<file path="src/rtl/bcd_serial_adder.sv">
// Digit-serial packed-BCD adder/subtractor: one decimal digit per clock, LSD first,
// with decimal correction, carry/borrow and an invalid-BCD check at acceptance.
module bcd_serial_adder #(
  parameter int DIGITS = 4
) (
  input  logic                clk,
  input  logic                rst,
  input  logic                start,
  input  logic                Sub,
  input  logic [4*DIGITS-1:0] A,
  input  logic [4*DIGITS-1:0] B,
  input  logic                Cin,
  output logic [4*DIGITS-1:0] Sum,
  output logic                Cout,
  output logic                busy,
  output logic                done,
  output logic                err
);

  localparam int W     = 4 * DIGITS;
  localparam int IDX_W = (DIGITS > 1) ? $clog2(DIGITS) : 1;

  typedef enum logic [1:0] {IDLE, RUN, DONE} state_t;

  state_t           state_q, state_d;
  logic [W-1:0]     a_q, a_d, b_q, b_d, sum_q, sum_d;
  logic             sub_q, sub_d, carry_q, carry_d;
  logic             cout_q, cout_d, err_q, err_d;
  logic             busy_q, busy_d, done_q, done_d;
  logic [IDX_W-1:0] idx_q, idx_d;

  logic [3:0] digit_a, digit_b, digit_bx, digit_s;
  logic [4:0] digit_t;
  logic       carry_next;

  function automatic logic has_invalid(input logic [W-1:0] v);
    for (int i = 0; i < DIGITS; i++) begin
      if (v[4*i +: 4] > 4'd9) return 1'b1;
    end
    return 1'b0;
  endfunction

  // Subtraction adds the nine's complement of B with an initial carry of 1.
  always_comb begin
    digit_a    = a_q[{idx_q, 2'b00} +: 4];
    digit_b    = b_q[{idx_q, 2'b00} +: 4];
    digit_bx   = sub_q ? (4'd9 - digit_b) : digit_b;
    digit_t    = {1'b0, digit_a} + {1'b0, digit_bx} + {4'b0000, carry_q};
    digit_s    = digit_t[3:0];
    carry_next = 1'b0;
    if (digit_t > 5'd9) begin
      digit_s    = 4'(digit_t - 5'd10);
      carry_next = 1'b1;
    end
  end

  always_comb begin
    state_d = state_q;
    a_d     = a_q;
    b_d     = b_q;
    sub_d   = sub_q;
    carry_d = carry_q;
    idx_d   = idx_q;
    sum_d   = sum_q;
    cout_d  = cout_q;
    err_d   = err_q;

    case (state_q)
      RUN: begin
        sum_d[{idx_q, 2'b00} +: 4] = digit_s;
        carry_d = carry_next;
        idx_d   = idx_q + IDX_W'(1);
        if (idx_q == IDX_W'(DIGITS - 1)) begin
          cout_d  = carry_next;
          state_d = DONE;
        end
      end
      default: begin
        state_d = IDLE;
        if (start) begin
          a_d     = A;
          b_d     = B;
          sub_d   = Sub;
          carry_d = Sub ? 1'b1 : Cin;
          idx_d   = '0;
          sum_d   = '0;
          cout_d  = 1'b0;
          err_d   = 1'b0;
          state_d = RUN;
          // Malformed operands skip straight to DONE with a zero result.
          if (has_invalid(A) || has_invalid(B)) begin
            err_d   = 1'b1;
            state_d = DONE;
          end
        end
      end
    endcase

    busy_d = (state_d == RUN);
    done_d = (state_d == DONE);
  end

  always_ff @(posedge clk or posedge rst) begin
    if (rst) begin
      state_q <= IDLE;
      a_q     <= '0;
      b_q     <= '0;
      sub_q   <= 1'b0;
      carry_q <= 1'b0;
      idx_q   <= '0;
      sum_q   <= '0;
      cout_q  <= 1'b0;
      err_q   <= 1'b0;
      busy_q  <= 1'b0;
      done_q  <= 1'b0;
    end else begin
      state_q <= state_d;
      a_q     <= a_d;
      b_q     <= b_d;
      sub_q   <= sub_d;
      carry_q <= carry_d;
      idx_q   <= idx_d;
      sum_q   <= sum_d;
      cout_q  <= cout_d;
      err_q   <= err_d;
      busy_q  <= busy_d;
      done_q  <= done_d;
    end
  end

  assign Sum  = sum_q;
  assign Cout = cout_q;
  assign err  = err_q;
  assign busy = busy_q;
  assign done = done_q;

endmodule

</file>
<file path="config.mk">
export PLATFORM = sky130hd
export DESIGN_NAME = bcd_serial_adder
export DESIGN_NICKNAME = d
export VERILOG_FILES = /design/src/rtl/bcd_serial_adder.sv
export SDC_FILE = /design/constraint.sdc
export NUM_CORES = 1
export LEC_CHECK = 0
export BUFFER_PORTS_ARGS = -buffer_cell sky130_fd_sc_hd__buf_2
export CORE_MARGIN = 3
export CORE_UTILIZATION = 59
export DETAILED_ROUTE_END_ITERATION = 8
export PLACE_DENSITY = 0.85
export SLEW_MARGIN = 20
export SYNTH_ARGS = -nofsm -noshare
export SYNTH_HDL_FRONTEND = slang
export SYNTH_SLANG_ARGS = --single-unit
</file>
<file path="constraint.sdc">
create_clock -name clk -period 8.25 [get_ports clk]
set_input_delay 0.4125 -clock clk [delete_from_list [all_inputs] [get_ports clk]]
set_output_delay 0.4125 -clock clk [all_outputs]
set_load 0.02 [all_outputs]
</file>
==> results of run 1 <==
## cells by family after synthesis
kind of cell    synth area share [%]
flops                           50.2
xor+xnor                       0.909
mux                             6.71
buf+inv                         3.38
compound gates                  10.8
simple gates                    22.7
fa+ha+maj                       5.28
## critical path: stages (launching register included)
cell and delay (ns):
dfrtp_1 0.73, mux4_2 0.59, xnor2_1 0.18, fa_1 0.23, inv_1 0.06, fa_1 0.43
xor2_1 0.29, inv_1 0.08, ha_1 0.24, nand2_1 0.12, nand3b_1 0.12, o31a_1 0.29
a311oi_4 0.35, o21ai_0 0.14
## flip-flops by register name (all words and copies together), names as in the netlist
signal,flops
Sum,16
err,1
idx_q,2
carry_q,1
b_q,16
Cout,1
done,1
busy,1
sub_q,1
state_q,2
a_q,16
## area by class of cell
type,instances,area [µm²]
clock inverters,5,52.6
repair buffers,58,295
inverters,14,52.6
clock buffers,11,151
flip-flops and latches,58,1450
fillers,322,1110
multi-input cells,225,1340
well taps,65,81.3
## per-stage QoR
step                std cells  utilization, %  hold slack [ns]  setup WS, ns  area, µm²
finish                    436            75.6            0.259          4.26       3430
global route              436            75.6            0.266          3.96       3430
CTS                       436            75.6            0.252          4.28       3430
detailed placement        420            71.1            0.460          4.29       3220
global placement          420            71.1            0.454          4.43       3220
floorplan                 308               -            0.440          4.68       2890
## routing by layer
layer	up-vias	routed length, µm	GRT usage, %
met1	1128	2640	30.0
met4	0	190	12.9
met3	19	402	4.14
li1	1142	-	-
met2	94	3300	41.3
met5	-	0	0
## cell usage in the layout (no fill, tap or decap), drive strengths merged, types with 3 or more instances in the layout
cell type and instances:
a21oi 8, a22o 5, and2 3, buf 58
clkbuf 11, clkinv 3, dfrtp 58, ha 9
inv 14, mux4 8, nand2 119, nand3 3
nand3b 3, nand4 3, nor2 8, nor2b 3
nor3 4, o21ai 22, o31ai 5
## where the power goes
part           total (mW)  internal [mW]  switching (mW)
logic               0.189         0.0803           0.108
clock network       0.267          0.154           0.113
registers           0.313          0.302          0.0115
## worst min-delay path by stage
| stage | startpoint | endpoint | cells after the start |
|---|---|---|---|
| floorplan | a_q[10] | a_q[10] | 2 |
| global placement | a_q[1] | a_q[1] | 2 |
| detailed placement | b_q[14] | b_q[14] | 2 |
| CTS | A[4] | a_q[4] | 3 |
| global route | A[4] | a_q[4] | 3 |
| finish | rst | busy | 3 |
==> results.md, run 1 <==
* Syn. warnings at 0
* Global placement routability congestion at approximately 0.95
* Drc violations at 0
* Top-count cell post-synth: nand2_1
* Initial Util at a little under two thirds
* Tcrit/Tclk final at about half
* Synth area leaders: dfrtp_1, nand2_1, mux4_2
* Ports at 57
* H-tree levels at 3
* CP startpoint: idx_q[0]
* Crit path arrival time at ~4.2 ns
* FFs w/ async S/R, synth at between 90% and 100%
* Peak Freq at about 250 MHz
* Syn Inst Count at 308
* Drt initial violations at just under 200
* 1st-pass router iterations at 4
* Vias in the first global route at roughly 2.4k
* Worst Setup Start Kind: flip-flop
* Detail Route Antenna Nets at 0
* P_leak at roughly 1.8 nW
* Top cell types by occurrence after synthesis: nand2_1, dfrtp_1, o21ai_0
* Peak supply drop at approximately 0.13 mV
* Row Count at 24
* Post-route minimum period at 3.99 ns
* Post-cts sizing count at 0
* Seq cells post-synth at 58
* Die ar. at approximately 5800 µm²
* Reg clk slew, reported paths at around 0.070 ns
* Layout cells sized above 1 at a little under a quarter
* Largest net degree at the start of global routing at 59
* WS Path Type: reg -> reg
* Min-delay worst type: in -> async
* Die height at 76.0 µm
* Via Count at around 2.4k
* Root buffer cell: clkbuf_8
* DP Wirelength at between 4000 and 5000 µm
* CP endpoint: Sum[10]
* Post-Syn Area at between 2000 and 3000 µm²
* Worst reg-to-reg setup slack at ~4.3 ns
* ANT cells at 0
* Reg-to-Reg Start: idx_q[0]
* CTS tree: built
* Area Growth Syn to Fin at 18.5%
* Post-Syn Area per Cell at about 9.4 µm²
* CTS buffer count at 9
* Via density at about 5.5
* R2R depth at 13
* WL/cell at roughly 15 µm
* Rel. slew slack at between 20% and 30%
* Total Power at ~0.77 mW
* Final WL at around 6500 µm
* Post-CTS Hold Fix Bufs at 0
* EDFF count, synth at 0
* R2r endpoint: Sum[10]
* Total Nets Final at 414
* Slew Limit Fails at 0
* Setup Viol. Count Final at 0
* Clock skew at approximately 0.011 ns
* Worst endpoint required time at 8.45 ns
* Outcome: finished clean
* Setup_tns at 0 ns
* Worst slew pin tran at 1.05 ns
* Clk buf depth at 2
* Synth top area share at roughly 50%
* Die Span X at approximately 76 µm
* CP Max Fanout at 14
* Crit end category: flip-flop
* Initial antenna violation count at 0
* Net Count, Synth at 356
* Final hold vios at 0
* RSZ-0062 raised after global routing: no
* Power Dens Cells at around 220 nW/µm²
* First-pass GRT wire length at 11100 µm
* GR Overflow Total at 0
* GRT Util Overall at 24.4%
* Max-cap violation count at 0
* Top FF cell, synth: dfrtp_1
* Clk_lat worst skew at roughly 0.34 ns
* Post-CTS setup buffers at 0
* Register area share after synthesis at between 50% and 60%
* Unique masters post-synth at 36
* Synth area leader: dfrtp_1
* Core ar. at 4530 µm²
* CTS Sinks at between 50 and 60
* Port bufs at 56
No activity file was read; power rests on OpenSTA's default activity.
==> inputs of run 2 (changes only) <==
--- a/config.mk
+++ b/config.mk
@@ -7,9 +7,9 @@
 export LEC_CHECK = 0
 export BUFFER_PORTS_ARGS = -buffer_cell sky130_fd_sc_hd__buf_2
 export CORE_MARGIN = 3
-export CORE_UTILIZATION = 59
+export CORE_UTILIZATION = 55
 export DETAILED_ROUTE_END_ITERATION = 8
-export PLACE_DENSITY = 0.85
+export PLACE_DENSITY = 0.8
 export SLEW_MARGIN = 20
 export SYNTH_ARGS = -nofsm -noshare
 export SYNTH_HDL_FRONTEND = slang
==> constraint.sdc (replaced) <==
create_clock -name clk -period 3.8 [get_ports clk]
set_input_delay 0.19 -clock clk [delete_from_list [all_inputs] [get_ports clk]]
set_output_delay 0.19 -clock clk [all_outputs]
set_load 0.02 [all_outputs]
==> results.md, run 2 (synthesized netlist as in run 1, its figures left out) <==
* Outcome: finished clean
* WS Path Type: reg -> reg
* 1st-pass router iterations at 4
* Post-route minimum period at around 3.6 ns
* Max-cap violation count at 0
* Core ar. at 4910 µm²
* Via Count at between 2k and 2.5k
* Min-delay worst type: in -> reg
* Row Count at 25
* Vias in the first global route at roughly 2.5k
* Clock skew at between 0.007 and 0.008 ns
* GR Overflow Total at 0
* Total Power at around 1.8 mW
* Slew Limit Fails at 0
* Crit path arrival time at between 3 and 4 ns
* CTS Sinks at between 50 and 60
* Initial Util at between 50% and 60%
* Met3 WL at about 370 µm
* Root buffer cell: clkbuf_8
* Clk buf depth at 2
* Die height at 78.5 µm
* Area Growth Syn to Fin at 22.2%
* Peak Freq at between 200 and 300 MHz
* Top sig layer: met4
* Reg clk slew, reported paths at ~0.070 ns
* Total Nets Final at 420
* Largest net degree at the start of global routing at 36
* First-pass GRT wire length at roughly 12000 µm
* Global placement routability congestion at around 0.83
* Port bufs at 56
* CTS buffer count at 9
* Drt initial violations at approximately 150
* Via density at 5.40
* Met2 Wirelength at ~3400 µm
* Finished Core Util at between 70% and 80%
* Rel. slew slack at 55.0%
* Most common cell after layout, fill and taps aside: nand2_1
* Detail Route Antenna Nets at 0
* Tcrit/Tclk final at a little over nine tenths
* GRT Util Overall at 24.7%
* Setup_tns at 0 ns
* ANT cells at 0
* Worst slew pin tran at a little under 0.7 ns
* Peak supply drop at 0.273 mV
* Layout cells sized above 1 at 25.2%
* Drc violations at 0
* Die Span X at 78.5 µm
* Power Dens Cells at just over 500 nW/µm²
* CP Max Fanout at 5
* DP Area at ~3300 µm²
* CTS tree: built
* H-tree levels at 3
* Most frequent cells in the layout: nand2_1, dfrtp_1, buf_2
* Crit end category: flip-flop
* Setup Viol. Count Final at 0
* P_leak at roughly 1.9 nW
* Clk_lat worst skew at 0.34 ns
* Final hold slack at ~0.034 ns
* Ports at 57
* Worst endpoint required time at roughly 4.0 ns
* Die ar. at roughly 6200 µm²
* Final hold vios at 0
* DP Wirelength at 4750 µm
* WL/cell at about 15 µm
* Wl on met1 at approximately 2800 µm
* Final WL at roughly 6800 µm
* Final Cell Area at ~3500 µm²
* Initial antenna violation count at 0
* Worst Setup Start Kind: flip-flop
## run 2: cell type report
cell class	instances	area [µm²]
Sequential cell	58	1450
Multi-Input combinational cell	225	1350
Clock buffer	11	151
Clock inverter	5	100
Fill cell	385	1380
Timing Repair Buffer	64	343
Tap cell	67	83.8
Inverter	14	52.6
## run 2: per-layer routing
layer | vias to the layer above | GRT usage (%)
met3 | 20 | 5.39
met5 | - | 0
met4 | 0 | 12.6
met1 | 1147 | 29.3
li1 | 1153 | -
met2 | 78 | 42.1
## run 2: timing repair
item / in CTS / in global routing
setup endpoints to repair: 0 / 8
hold buffers: 1 / 0
gates resized for setup: 0 / 3
setup buffers: 0 / 1
hold endpoints to repair: 23 / 0
## run 2: metrics by stage
step | worst slack (ns) | instances
after floorplan | 0.225 | 308
after global placement | 0.321 | 426
after detailed placement | 0.170 | 426
after CTS | 0.0932 | 443
after global routing | -0.0128 | 444
final | 0.201 | 444
## run 2: critical path: stages (launching register included)
cell and delay (ns):
dfrtp_2 0.43, mux4_2 0.53, xnor2_1 0.20, fa_1 0.24
inv_1 0.06, fa_1 0.45, xor2_2 0.21, inv_1 0.07
ha_1 0.23, nand2_1 0.11, nand3b_1 0.12, o31a_1 0.29
a311oi_4 0.35, o21ai_0 0.15
## run 2: power breakdown
| group | leakage (nW) | internal [mW] | total [mW] | switching (mW) |
|---|---|---|---|---|
| Sequential | 0.736 | 0.655 | 0.680 | 0.0241 |
| Clock | 0.129 | 0.469 | 0.719 | 0.250 |
| Combinational | 0.990 | 0.183 | 0.421 | 0.238 |
## run 2: path summary, 6_finish.rpt
check                          from  depth (start not counted)  slack [ns]        to
max                        idx_q[0]                         13        0.20    Sum[2]
min                            A[8]                          3        0.03    a_q[8]
max reg2reg                idx_q[0]                         13        0.20    Sum[2]
min reg2reg                 Sum[13]                          2        0.48   Sum[13]
max in group asynchronous       rst                          4        2.55  idx_q[0]
min in group asynchronous       rst                          3        0.41    a_q[0]
==> inputs of run 3 (changes only) <==
--- a/config.mk
+++ b/config.mk
@@ -10,6 +10,7 @@
 export CORE_UTILIZATION = 55
 export DETAILED_ROUTE_END_ITERATION = 8
 export PLACE_DENSITY = 0.8
+export RECOVER_POWER = 25
 export SLEW_MARGIN = 20
 export SYNTH_ARGS = -nofsm -noshare
 export SYNTH_HDL_FRONTEND = slang
==> results.md, run 3 (synthesized netlist as in run 1, its figures left out) <==
* Outcome: finished clean
* Clock skew at around 0.0075 ns
* Most common cell after layout, fill and taps aside: nand2_1
* Peak Freq at 278 MHz
* Crit path arrival time at about 3.8 ns
* Rel. slew slack at between 40% and 50%
* Min-delay worst type: in -> reg
* Core ar. at 4910 µm²
* Port bufs at 56
* Peak supply drop at between 0.2 and 0.3 mV
* Layout cells sized above 1 at between 20 and 25%
* Max-cap violation count at 0
* P_leak at between 1.5 and 2 nW
* Worst endpoint required time at 4.00 ns
* ANT cells at 0
* Power Dens Cells at approximately 520 nW/µm²
* CTS Sinks at 58
* Post-route minimum period at roughly 3.6 ns
* GR Overflow Total at 0
* Ports at 57
* Reg clk slew, reported paths at 0.07 ns
* Min-Delay Path Depth at 3
* Tcrit/Tclk final at between 90% and 100%
* Final WL at roughly 6800 µm
* Initial antenna violation count at 0
* GRT Util Overall at around a quarter
* Vias in the first global route at 2491
* R2R depth at 13
* Die Span X at between 70 and 80 µm
* Setup Viol. Count Final at 0
* Pre-CTS setup slack at 0.170 ns
* 1st-pass router iterations at 4
* Most frequent cells in the layout: nand2_1, dfrtp_1, buf_2
* Crit end category: flip-flop
* WL/cell at 15.2 µm
* PnR worst setup slack at 0.202 ns
* Die height at approximately 79 µm
* Row Count at 25
* Slew Limit Fails at 0
* CTS buffer count at 9
* Drc violations at 0
* Die ar. at between 6000 and 7000 µm²
* Largest net degree at the start of global routing at 36
* WS Path Type: reg -> reg
* CTS tree: built
* H-tree levels at 3
* Clk buf depth at 2
* Via Count at roughly 2.4k
* Drt initial violations at approximately 150
* Root buffer cell: clkbuf_8
* Worst slew pin tran at about 0.87 ns
* DP Wirelength at about 4800 µm
* Detail Route Antenna Nets at 0
* First-pass GRT wire length at ~12000 µm
* Clk_lat worst skew at around 0.34 ns
* Placed insts at between 400 and 500
* Initial Util at about three fifths
* Final hold vios at 0
* Area Growth Syn to Fin at 21.7%
* Post-route insts no fill at 444
* Worst Setup Start Kind: flip-flop
* Total Nets Final at 420
* Global placement routability congestion at ~0.83
* Via density at between 5 and 6
* CP Max Fanout at 5
run 3: path summary, 6_finish.rpt:
path                            startpoint        to  slack [ns]
worst max-delay path              idx_q[0]    Sum[2]        0.20
worst min-delay path                  A[8]    a_q[8]        0.04
worst max register to register    idx_q[0]    Sum[2]        0.20
worst min register to register     Sum[12]   Sum[12]        0.48
max in group asynchronous              rst  idx_q[0]        2.25
min in group asynchronous              rst    a_q[0]        0.57
run 3: power by group:
group          switching, mW  internal [mW]  leakage, nW  total (mW)
registers             0.0241          0.655        0.736       0.680
logic                  0.238          0.183        0.944       0.421
clock network          0.249          0.469        0.129       0.718
total                  0.511           1.31         1.81        1.82
run 3: metrics by stage:
step           hold WS (ns)  utilization [%]  power [mW]  TNS [ns]  area, µm²
2_1_floorplan         0.291                -       0.988         0       2890
3_3_place_gp          0.233             66.3        1.08         0       3260
3_5_place_dp          0.241             66.3        1.09         0       3260
4_1_cts              0.0298             71.6        1.81         0       3520
5_1_grt              0.0402             71.7        1.90   -0.0128       3520
6_report             0.0355             71.7        1.82         0       3520
run 3: area by class of cell:
class | count | area (µm²)
Inverter | 14 | 52.6
Fill cell | 393 | 1390
Multi-Input combinational cell | 225 | 1350
Sequential cell | 58 | 1450
Tap cell | 67 | 83.8
Clock buffer | 11 | 151
Clock inverter | 5 | 100
Timing Repair Buffer | 64 | 329
run 3: what timing repair did:
| item | 4_1_cts | 5_1_grt |
|---|---|---|
| endpoints found under the hold margin | 23 | 0 |
| resized for setup | 0 | 3 |
| hold buffers | 1 | 0 |
| buffers inserted | 0 | 1 |
| setup endpoints to repair | 0 | 8 |
run 3: critical path, cell delays in order (launching register included):
cell	delay, ns
dfrtp_2	0.43
mux4_2	0.53
xnor2_1	0.20
fa_1	0.24
inv_1	0.06
fa_1	0.45
xor2_2	0.21
inv_1	0.07
ha_1	0.23
nand2_1	0.11
nand3b_1	0.12
o31a_1	0.29
a311oi_4	0.35
o21ai_0	0.15
run 3: routing by layer:
layer,GRT usage (%),part of all wire [%],vias up
met5,0,0,-
met4,12.6,2.7,0
met3,5.39,5.4,20
met2,42.1,50,76
met1,29.3,42,1142
li1,-,-,1156
